<file path="src/rtl/fifo_pkg.sv">
`default_nettype none
// ============================================================================
// Module      : fifo_pkg
// Description : Shared types and helpers for the synchronous FIFO block.
// Revision    : 1.0 - initial release
// ============================================================================
package fifo_pkg;

  // Default element width when the FIFO is used with its default type.
  localparam int DATA_W = 32;

  typedef logic [DATA_W-1:0] word_t;

  // Pointer width for a given depth; clamped so a degenerate depth still
  // yields a legal one-bit vector.
  function automatic int ptr_width(input int depth);
    return (depth < 2) ? 1 : $clog2(depth);
  endfunction

endpackage : fifo_pkg
`default_nettype wire

</file>
<file path="src/rtl/fifo_storage.sv">
`default_nettype none
// ============================================================================
// Module      : fifo_storage
// Description : DEPTH x T register array, one write port and one registered
//               read port. The read register clears on reset; the array
//               itself is not reset.
// Revision    : 1.0 - initial release
// ============================================================================
module fifo_storage
  import fifo_pkg::*;
#(
  parameter type T      = word_t,
  parameter int  DEPTH  = 8,
  parameter int  ADDR_W = ptr_width(DEPTH)
) (
  input  logic              clk,
  input  logic              reset,
  input  logic              wr_en,
  input  logic [ADDR_W-1:0] wr_addr,
  input  T                  wr_data,
  input  logic              rd_en,
  input  logic [ADDR_W-1:0] rd_addr,
  output T                  rd_data
);

  T mem_q [DEPTH];
  T rd_data_q;

  // Write port: store the incoming element at the write address.
  always_ff @(posedge clk) begin
    if (wr_en) begin
      mem_q[wr_addr] <= wr_data;
    end
  end

  // Read port: capture the addressed element on an accepted pop, else hold.
  always_ff @(posedge clk) begin
    if (reset) begin
      rd_data_q <= '0;
    end else if (rd_en) begin
      rd_data_q <= mem_q[rd_addr];
    end
  end

  assign rd_data = rd_data_q;

endmodule : fifo_storage
`default_nettype wire

</file>
<file path="src/rtl/fifo.sv">
`default_nettype none
// ============================================================================
// Module      : fifo
// Description : Synchronous single-clock FIFO with parameterised element type
//               and power-of-two depth. Holds the pointers, occupancy count
//               and status flags; data lives in fifo_storage.
// Revision    : 1.0 - initial release
// ============================================================================
module fifo
  import fifo_pkg::*;
#(
  parameter type T     = word_t,
  parameter int  DEPTH = 8
) (
  input  logic clk,
  input  logic reset,
  input  logic write_en,
  input  T     write_data,
  input  logic read_en,
  output T     read_data,
  output logic full,
  output logic empty
);

  localparam int                 c_PTR_W    = ptr_width(DEPTH);
  localparam logic [c_PTR_W-1:0] c_PTR_ONE  = c_PTR_W'(1);
  localparam logic [c_PTR_W:0]   c_CNT_ONE  = (c_PTR_W + 1)'(1);
  localparam logic [c_PTR_W:0]   c_CNT_FULL = (c_PTR_W + 1)'(DEPTH);

  logic [c_PTR_W-1:0] wr_ptr_q, wr_ptr_d;
  logic [c_PTR_W-1:0] rd_ptr_q, rd_ptr_d;
  logic [c_PTR_W:0]   count_q,  count_d;
  logic               push_ok;
  logic               pop_ok;

  // Flags follow the registered count, so requests are judged against the
  // occupancy left by the previous cycle.
  assign full    = (count_q == c_CNT_FULL);
  assign empty   = (count_q == '0);
  assign push_ok = write_en && !full;
  assign pop_ok  = read_en && !empty;

  // Next-state for pointers and occupancy; pointers wrap naturally since
  // DEPTH is a power of two.
  always_comb begin
    wr_ptr_d = wr_ptr_q;
    rd_ptr_d = rd_ptr_q;
    count_d  = count_q;
    if (push_ok) begin
      wr_ptr_d = wr_ptr_q + c_PTR_ONE;
    end
    if (pop_ok) begin
      rd_ptr_d = rd_ptr_q + c_PTR_ONE;
    end
    case ({push_ok, pop_ok})
      2'b10:   count_d = count_q + c_CNT_ONE;
      2'b01:   count_d = count_q - c_CNT_ONE;
      default: count_d = count_q;
    endcase
  end

  // Pointer and occupancy registers; reset discards all entries at once.
  always_ff @(posedge clk) begin
    if (reset) begin
      wr_ptr_q <= '0;
      rd_ptr_q <= '0;
      count_q  <= '0;
    end else begin
      wr_ptr_q <= wr_ptr_d;
      rd_ptr_q <= rd_ptr_d;
      count_q  <= count_d;
    end
  end

  // Read and write addresses never collide on an accepted pair: a
  // simultaneous push/pop only happens with 0 < count < DEPTH.
  fifo_storage #(
    .T      (T),
    .DEPTH  (DEPTH),
    .ADDR_W (c_PTR_W)
  ) u_storage (
    .clk     (clk),
    .reset   (reset),
    .wr_en   (push_ok),
    .wr_addr (wr_ptr_q),
    .wr_data (write_data),
    .rd_en   (pop_ok),
    .rd_addr (rd_ptr_q),
    .rd_data (read_data)
  );

endmodule : fifo
`default_nettype wire

</file>
<file path="config.mk">
export PLATFORM = sky130hd
export DESIGN_NAME = fifo
export DESIGN_NICKNAME = d
export VERILOG_FILES = /design/src/rtl/fifo_pkg.sv /design/src/rtl/fifo_storage.sv /design/src/rtl/fifo.sv
export SDC_FILE = /design/constraint.sdc
export NUM_CORES = 1
export LEC_CHECK = 0
export ABC_AREA = 1
export CORE_MARGIN = 3
export CORE_UTILIZATION = 54
export DETAILED_ROUTE_END_ITERATION = 8
export GPL_ROUTABILITY_DRIVEN = 1
export GPL_TIMING_DRIVEN = 1
export PLACE_DENSITY_LB_ADDON = 0.15
export RECOVER_POWER = 25
export SYNTH_ARGS = -nofsm -noshare
export SYNTH_HDL_FRONTEND = slang
export SYNTH_SLANG_ARGS = --single-unit
</file>
<file path="constraint.sdc">
create_clock -name clk -period 3.1 [get_ports clk]
set_input_delay 0.775 -clock clk [delete_from_list [all_inputs] [get_ports clk]]
set_output_delay 0.775 -clock clk [all_outputs]
set_load 0.02 [all_outputs]
</file>
==> results.json <==
{
  "grt_pass1_wl_mm": 42.5,
  "switching_power_mw": 3.77,
  "final_cells": 1705,
  "ys_seq_area_frac": 0.666,
  "drt_first_iter_violations": 647,
  "grt_overflow": 0,
  "hold_start": "count_q[3]$_SDFFE_PP0P_",
  "die_y_um": 160,
  "ys_seq_elements": 298,
  "fin_total_pwr_mw": 11.9,
  "place_congestion": 0.766,
  "drc": 0,
  "synth_async_sr_flop_share": 0,
  "drt_wl_total_mm": 26.4,
  "crit_required_ns": 2.32,
  "yosysTopAreaCell": "edfxtp_1",
  "reg2reg_from": "count_q[1]$_SDFFE_PP0P_",
  "power.leakage_nw": 6.58,
  "period_minus_slack_ns": 2.59,
  "cts_inserted_buffers": 30,
  "die_w_um": 160,
  "yosys.cell_count.top_type": "nand2_1",
  "met1_usage": 0.276,
  "coreArea_mm2": 0.0230,
  "switching_share": 0.316,
  "worstSkewPairLatency_ns": 0.54,
  "path_clk_slew_ns": 0.06,
  "antenna_found_initial": 0,
  "cts_buffer_depth": 3,
  "track_usage": 0.207,
  "fin_util": 0.649,
  "start_kind": "flop",
  "p_int_mw": 8.17,
  "drt-pass1-iter-count": 5,
  "tns_ns": 0,
  "hold_viol": 0,
  "rsz0062_at_grt": "false",
  "place.detailed.hpwl_mm": 14.4,
  "cts_tree": "built",
  "crit_type": "flop to output pin",
  "setup_viol": 0,
  "syn_area_mm2": 0.0128,
  "synth_edf_count": 256,
  "holdBufCountCts": 0,
  "port_buffers": 69,
  "grt_pass1_vias": 8224,
  "placementRows": 55,
  "grt_use_met2": 0.357,
  "htreeDepth": 1,
  "critPathMaxFanout": 3,
  "start_util": 0.557,
  "hold_class": "flop to flop",
  "syn_inst": 1303,
  "area_growth_pct": 16.6,
  "slew_headroom": 0.427,
  "avgSynthCellArea_um2": 9.82,
  "drive_gt1_frac": 0.0668,
  "ys_top_cells_by_area": "edfxtp_1, nand2_1, inv_1",
  "cp-startpoint": "count_q[0]$_SDFFE_PP0P_",
  "ir_worst_vdd_mv": 0.728,
  "p_clk_frac": 0.312,
  "cts_resized": 0,
  "n_antenna_cell": 0,
  "grt-busiest-layer": "met2",
  "io-pin-count": 70,
  "postRouteAntennaNets": 0,
  "cts_setup_buffers": 0,
  "nNetsFinal": 1410,
  "worst_pin_slew_ns": 0.859,
  "cts.sinks": 298,
  "fin_skew_ns": 0.00985,
  "combinationalPowerShare": 0.277,
  "root_buffer": "clkbuf_16",
  "vias_per_cell": 4.91,
  "cp.arrival_ns": 1.81,
  "drv_slew": 0,
  "grt_util_met3": 0.0278,
  "grt_max_degree": 130,
  "p_per_area_mw_per_mm2": 800,
  "min_period_over_period": 0.835,
  "synthTopCellsByCount": "nand2_1, inv_1, edfxtp_1",
  "wl_per_cell_um": 15.5,
  "synthDistinctLibCells": 22,
  "synth_top_area_frac": 0.601,
  "status": "finished clean",
  "die_area_mm2": 0.0256,
  "synth_ff_type": "edfxtp_1",
  "vias": 8378,
  "p_seq_frac": 0.411,
  "max-cap-violations": 0,
  "cp-end-kind": "output pin",
  "max_freq_mhz": 386,
  "place_inst": 1649,
  "yosysWarnings": 0,
  "syn-num-nets": 1345
}
[metal layers]
metal	wire [µm]	up-vias
met5	0	-
met4	561	0
met3	1460	45
met2	12900	224
met1	11400	3887
li1	-	4222
[placed cells by master (no fill, tap or decap), types with 8 or more instances in the layout]
cell / n
nand3_1: 195
clkdlybuf4s50_1: 49
buf_4: 18
nand2_1: 372
inv_1: 304
dlygate4sd3_1: 20
clkbuf_1: 10
edfxtp_1: 256
dfxtp_1: 40
a21oi_1: 31
a21oi_2: 10
nor2_4: 8
clkbuf_16: 31
[sequential cells by signal, summed over array words and instances, names as in the netlist]
signal and count:
u_storage.mem_q 256, u_storage.rd_data 32, count_q 4, rd_ptr_q 3
wr_ptr_q 3
[final timing paths]
check / to / depth (start not counted) / slack (ns)
worst max-delay path: full / 4 / 0.51
worst min-delay path: count_q[3]$_SDFFE_PP0P_ / 2 / 0.50
worst min register to register: count_q[3]$_SDFFE_PP0P_ / 2 / 0.50
worst max register to register: count_q[3]$_SDFFE_PP0P_ / 11 / 1.14
[kinds of logic (layout without fill, tap and decap cells)]
group                    Yosys count  count (layout)  synth area share
AO/OA/AOI/OAI                     48              48            0.0217
XOR/XNOR                           2               2           0.00137
adder cells (fa/ha/maj)            6               6           0.00645
buffers and inverters            367             456             0.114
flip-flops                       298             298             0.666
AND/OR/NAND/NOR                  582             582             0.190
[power by group through the flow]
stage | registers (mW) | clock network [mW] | logic (mW)
after floorplan | 5.13 | 0 | 2.11
after detailed placement | 4.99 | 0 | 3.32
after global routing | 4.95 | 3.95 | 3.70
after global placement | 4.98 | 0 | 3.27
after CTS | 4.91 | 3.77 | 3.35
final | 4.91 | 3.73 | 3.31
[layout make-up]
type | instances | area (µm²)
flip-flops and latches | 298 | 8530
fillers | 1812 | 8060
multi-input cells | 638 | 2880
inverters | 307 | 1150
repair buffers | 93 | 946
clock buffers | 43 | 841
well taps | 313 | 392
clock inverters | 13 | 186
[critical path: stages (launching register included)]
cell and delay [ns]:
dfxtp_1 0.33, nor2_1 0.13, nand3_1 0.13, inv_1 0.08, clkdlybuf4s50_1 0.59
[stage by stage]
step | setup WS [ns] | hold slack (ns) | instance area [µm²]
2_1_floorplan | 0.134 | 0.457 | 12800
3_3_place_gp | 0.458 | 0.491 | 13900
3_5_place_dp | 0.454 | 0.493 | 13900
4_1_cts | 0.481 | 0.501 | 14900
5_1_grt | 0.387 | 0.522 | 14900
6_report | 0.512 | 0.497 | 14900
Note: power is estimated with default switching activity, not from simulation.
